$ cat src/rtl/mem_stage_ctrl.sv
`default_nettype none
// ============================================================================
// Module   : mem_stage_ctrl
// Purpose  : MEM-stage controller driving a req/ack data bus and stalling upstream
// Revision : 1.0 - initial release
// ============================================================================
module mem_stage_ctrl #(
    parameter int unsigned ADDR_BASE = 1024,
    parameter int unsigned ADDR_W    = 10,
    parameter int unsigned TIMEOUT   = 64
) (
    input  logic              clk,
    input  logic              rst,
    input  logic              wb_en_in,
    input  logic              mem_read_in,
    input  logic              mem_write_in,
    input  logic [3:0]        dest_in,
    input  logic [31:0]       alu_result_in,
    input  logic [31:0]       st_val_in,
    output logic              wb_en_out,
    output logic              mem_read_out,
    output logic [3:0]        dest_out,
    output logic [31:0]       alu_result_out,
    output logic [31:0]       mem_data_out,
    output logic              stall,
    output logic              mem_req,
    output logic              mem_we,
    output logic [ADDR_W-1:0] mem_addr,
    output logic [31:0]       mem_wdata,
    input  logic [31:0]       mem_rdata,
    input  logic              mem_ack,
    output logic              bus_error
);

    localparam int unsigned       CNT_W  = $clog2(TIMEOUT);
    localparam logic [CNT_W-1:0]  C_LAST = CNT_W'(TIMEOUT - 1);

    typedef enum logic [1:0] {
        ST_IDLE = 2'd0,
        ST_BUSY = 2'd1,
        ST_DONE = 2'd2
    } state_t;

    state_t              state_q;
    logic [CNT_W-1:0]    wait_cnt_q;
    logic [31:0]         data_q;
    logic                mem_req_q;
    logic                mem_we_q;
    logic [ADDR_W-1:0]   mem_addr_q;
    logic [31:0]         mem_wdata_q;
    logic                bus_error_q;

    logic                w_access;
    logic [31:0]         w_byte_off;
    logic [ADDR_W-1:0]   mem_addr_d;

    assign w_access   = mem_read_in | mem_write_in;
    assign w_byte_off = alu_result_in - 32'(ADDR_BASE);
    assign mem_addr_d = ADDR_W'(w_byte_off >> 2);

    // DONE is the single release cycle that lets the frozen pipeline advance.
    assign stall          = w_access & (state_q != ST_DONE);
    assign wb_en_out      = wb_en_in & ~stall;
    assign mem_read_out   = mem_read_in & ~stall;
    assign dest_out       = dest_in;
    assign alu_result_out = alu_result_in;
    assign mem_data_out   = data_q;

    assign mem_req   = mem_req_q;
    assign mem_we    = mem_we_q;
    assign mem_addr  = mem_addr_q;
    assign mem_wdata = mem_wdata_q;
    assign bus_error = bus_error_q;

    always_ff @(posedge clk) begin
        if (rst) begin
            state_q     <= ST_IDLE;
            wait_cnt_q  <= '0;
            data_q      <= '0;
            mem_req_q   <= 1'b0;
            mem_we_q    <= 1'b0;
            mem_addr_q  <= '0;
            mem_wdata_q <= '0;
            bus_error_q <= 1'b0;
        end else begin
            case (state_q)
                ST_IDLE: begin
                    if (w_access) begin
                        mem_req_q   <= 1'b1;
                        mem_we_q    <= mem_write_in;
                        mem_addr_q  <= mem_addr_d;
                        mem_wdata_q <= st_val_in;
                        wait_cnt_q  <= '0;
                        state_q     <= ST_BUSY;
                    end
                end
                ST_BUSY: begin
                    if (mem_ack) begin
                        mem_req_q <= 1'b0;
                        if (!mem_we_q) begin
                            data_q <= mem_rdata;
                        end
                        state_q <= ST_DONE;
                    end else if (wait_cnt_q == C_LAST) begin
                        // Abandon the access; the instruction retires with zero data.
                        mem_req_q   <= 1'b0;
                        bus_error_q <= 1'b1;
                        data_q      <= '0;
                        state_q     <= ST_DONE;
                    end else begin
                        wait_cnt_q <= wait_cnt_q + CNT_W'(1);
                    end
                end
                ST_DONE: begin
                    state_q <= ST_IDLE;
                end
                default: begin
                    state_q <= ST_IDLE;
                end
            endcase
        end
    end

endmodule
`default_nettype wire
$ cat config.mk
export PLATFORM = sky130hd
export DESIGN_NAME = mem_stage_ctrl
export DESIGN_NICKNAME = d
export VERILOG_FILES = /design/src/rtl/mem_stage_ctrl.sv
export SDC_FILE = /design/constraint.sdc
export NUM_CORES = 1
export LEC_CHECK = 0
export ABC_CLOCK_PERIOD_IN_PS = 2050
export CAP_MARGIN = 10
export CORE_ASPECT_RATIO = 1.25
export CORE_MARGIN = 2
export CORE_UTILIZATION = 37
export DETAILED_ROUTE_END_ITERATION = 16
export GPL_TIMING_DRIVEN = 0
export PLACE_DENSITY = 0.78
export SYNTH_ARGS = -nofsm -noshare
export SYNTH_HDL_FRONTEND = slang
export SYNTH_SLANG_ARGS = --single-unit
$ cat constraint.sdc
create_clock -name clk -period 2.05 [get_ports clk]
set_input_delay 0.5125 -clock clk [delete_from_list [all_inputs] [get_ports clk]]
set_output_delay 0.5125 -clock clk [all_outputs]
set_load 0.05 [all_outputs]
==> results.yml <==
yosys:
  syn-num-nets: 542
  syn_inst: 435
  yosysSeqAreaShare_pct: 47.5
  ys_types: 41
  yosysMostFrequentCell: "nand2_1"
  synth_area_per_cell_sq_um: 8.23
  ys_top_cells_by_area: "dfxtp_1, nand2_1, a21oi_1, buf_4, nand3_1"
  synth.top_cell.area_share_pct: 47.5
  synth_async_sr_flop_share_pct: 0
  synth-seq-cells: 85
  synth_area_sq_um: 3580
  synth_top_cell_by_area: "dfxtp_1"
  ys_warn_count: 0
  ys.flop_type: "dfxtp_1"
  synth_edf_count: 0
  netlist_top_cells_count: "nand2_1, dfxtp_1, a21oi_1"
job:
  maxCapViolCount: 0
routing:
  routed_wirelength_mm: 11.0
  vias: 3686
  ant_nets: 0
  drt_first_pass_iters: 4
  post_drt_wl_per_cell_microns: 14.3
  avgViaCountPerCell: 4.77
  drc_errors: 0
  drtIter0Drc: 149
setup_path:
  reg2reg_slack_ns: 0.37
  critPathMaxStageDelay_ns: 0.53
  crit_buf_inv: 3
  reg2reg_to: "wait_cnt_q[5]"
  cp-start-kind: "primary input"
  reg2reg_from: "wait_cnt_q[0]"
  crit_start: "alu_result_in[7]"
  cp.arrival_ns: 1.53
  cp_cell_sequence: "clkdlybuf4s50_1 > buf_4 > clkdlybuf4s15_2"
  criticalPathCategory: "in -> out"
  critical_path.max_fanout: 2
  required_ns: 1.54
  cp_slowest_cell: "clkdlybuf4s50_1"
  cp_top_family: "buffers and inverters"
  setup.worst_path.end_class: "output pin"
  r2r_cells: 5
place:
  port_buffers: 195
  dpl.cell_count: 756
  dp_hpwl_mm: 8.47
  placed_area_sq_um: 5700
  post-place-ws_ns: -0.817
  gp_congestion: 0.862
timing:
  fmax_mhz: 490
  rsz0062_at_grt: "false"
  hold_ws_ns: 0.452
  hold_violations: 0
  timing.final.crit_share_pct: 99.5
  clock_skew_ns: 0.00757
  post-route-min-period_ns: 2.04
  tightestPinTransition_ns: 0.573
  drv_slew: 0
  final-setup-viol-count: 0
  max_slew_margin_pct: 61.6
  timing.final.ws_setup_ns: 0.0104
die:
  die_area_sq_um: 10500
  die_width_microns: 92.0
  io_pins: 222
  start_util_pct: 37.7
  rows: 40
  die_y_microns: 114
  core_area_sq_um: 9510
grt:
  gr-total-overflow: 0
  grt_start_max_net_pins: 14
  grtUsageMet2_pct: 37.5
  first_global_vias: 3649
  track_usage_pct: 20.4
  grt_use_met3_pct: 5.28
  use_met1_pct: 21.0
  top_usage_layer: "met2"
  antenna_found_initial: 0
  grt_pass1_wl_mm: 17.0
layout:
  nets: 748
  diodes: 0
  stdcell_count: 772
  fillers: 803
  drive_gt1_share_pct: 15.8
  areaGrowthSynthToFinish_pct: 69.4
  fin_area_sq_um: 6070
cts:
  postCtsSetupBuffers: 0
  htreeDepth: 3
  path_clk_slew_ns: 0.06
  clock-sinks: 85
  clock_path_buffers: 2
  cts_hold_buffers: 0
  cts_buffers: 9
  cts_tree: "done"
  clockRootBuffer: "clkbuf_16"
  clock_latency_ns: 0.34
min_path:
  holdPathStages: 2
  min_path_type: "reg -> reg"
  min_to: "mem_addr[9]"
  hp-start: "mem_addr[9]"
status:
  status: "completed"
power_and_ir_drop:
  total_leakage_power_uw: 0.00244
  power_density_nw_per_um2: 827
  vdd_drop_max_mv: 0.449
==> metal layers <==
layer | part of all wire (%) | vias to the layer above
met4 | 2.6 | 0
met1 | 38 | 1675
met2 | 52 | 166
met3 | 7.9 | 22
li1 | - | 1823
met5 | 0 | -
==> where the power goes <==
group | internal, uW | switching, uW
Combinational | 517 | 804
Clock | 1220 | 644
Sequential | 1760 | 65.7
Total | 3500 | 1510
==> how the worst max path moves through the flow <==
stage	endpoint	slack (ns)	cells after the start
3_5_place_dp	wb_en_out	-0.82	5
6_report	alu_result_out[7]	0.01	3
2_1_floorplan	wb_en_out	0.07	3
3_3_place_gp	wb_en_out	-0.78	5
5_1_grt	mem_wdata[20]	0.0003	1
4_1_cts	mem_data_out[5]	0.01	1
==> cells by family after synthesis <==
group	after synthesis	share of synthesized area (%)
AOI/OAI and AO/OA	96	14.4
xor gates and xnor gates	1	0.245
adders and majority gates	1	0.349
buffers and inverters	69	13.0
DFF	85	47.5
muxes	2	0.629
and+or+nand+nor	181	23.8
==> cell type report <==
class / count / area [sq um] / area share, %
Sequential cell: 85 / 1700 / 28.0
Buffer: 65 / 454 / 7.48
Clock buffer: 12 / 246 / 4.06
Multi-Input combinational cell: 281 / 1440 / 23.6
Tap cell: 126 / 158 / 2.60
Inverter: 4 / 15.0 / 0.247
Clock inverter: 4 / 95.1 / 1.57
Timing Repair Buffer: 195 / 1960 / 32.4
==> tightest hold or removal path, delay by kind of cell, from the launching register on <==
| kind | cells | cell delay (ns) |
|---|---|---|
| flops | 1 | 0.31 |
| compound gates | 1 | 0.05 |
| simple gates | 1 | 0.05 |
==> metrics by stage <==
| stage | TNS [ns] | utilization [%] | total power (uW) |
|---|---|---|---|
| floorplan | 0 | - | 2680 |
| CTS | 0 | 63.7 | 5060 |
| detailed placement | -17.97 | 59.9 | 3200 |
| finish | 0 | 63.8 | 5020 |
| global route | 0 | 63.8 | 5200 |
| global placement | -16.83 | 59.9 | 3180 |
==> cells in the final DEF (no fill, tap or decap), types with 2 or more instances in the layout <==
cell type and n:
o21ai_0 5, clkdlybuf4s50_1 168, buf_4 38, clkbuf_1 14, dlygate4sd2_1 6, and3_1 2
buf_2 8, bufinv_16 3, nand2_1 117, clkdlybuf4s15_2 9, buf_6 9, dfxtp_1 85
a21oi_2 2, nor3b_1 2, a21oi_1 77, nor3_1 2, inv_1 4, nand3_2 10
dlymetal6s2s_1 8, nand3_1 25, a31oi_1 2, nor2_1 10, clkbuf_16 9, a211oi_1 2
==> timing repair <==
action,4_1_cts,5_1_grt
pin swaps,0,0
gates resized for setup,57,11
gates cloned,0,0
setup endpoints to repair,17,10
==> state kept, by name (all words and copies together) (netlist names) <==
signal / count
bus_error: 1
mem_addr: 10
mem_data_out: 32
mem_req: 1
mem_wdata: 32
mem_we: 1
state_q: 2
wait_cnt_q: 6
Power figures use the tool's default switching activity.
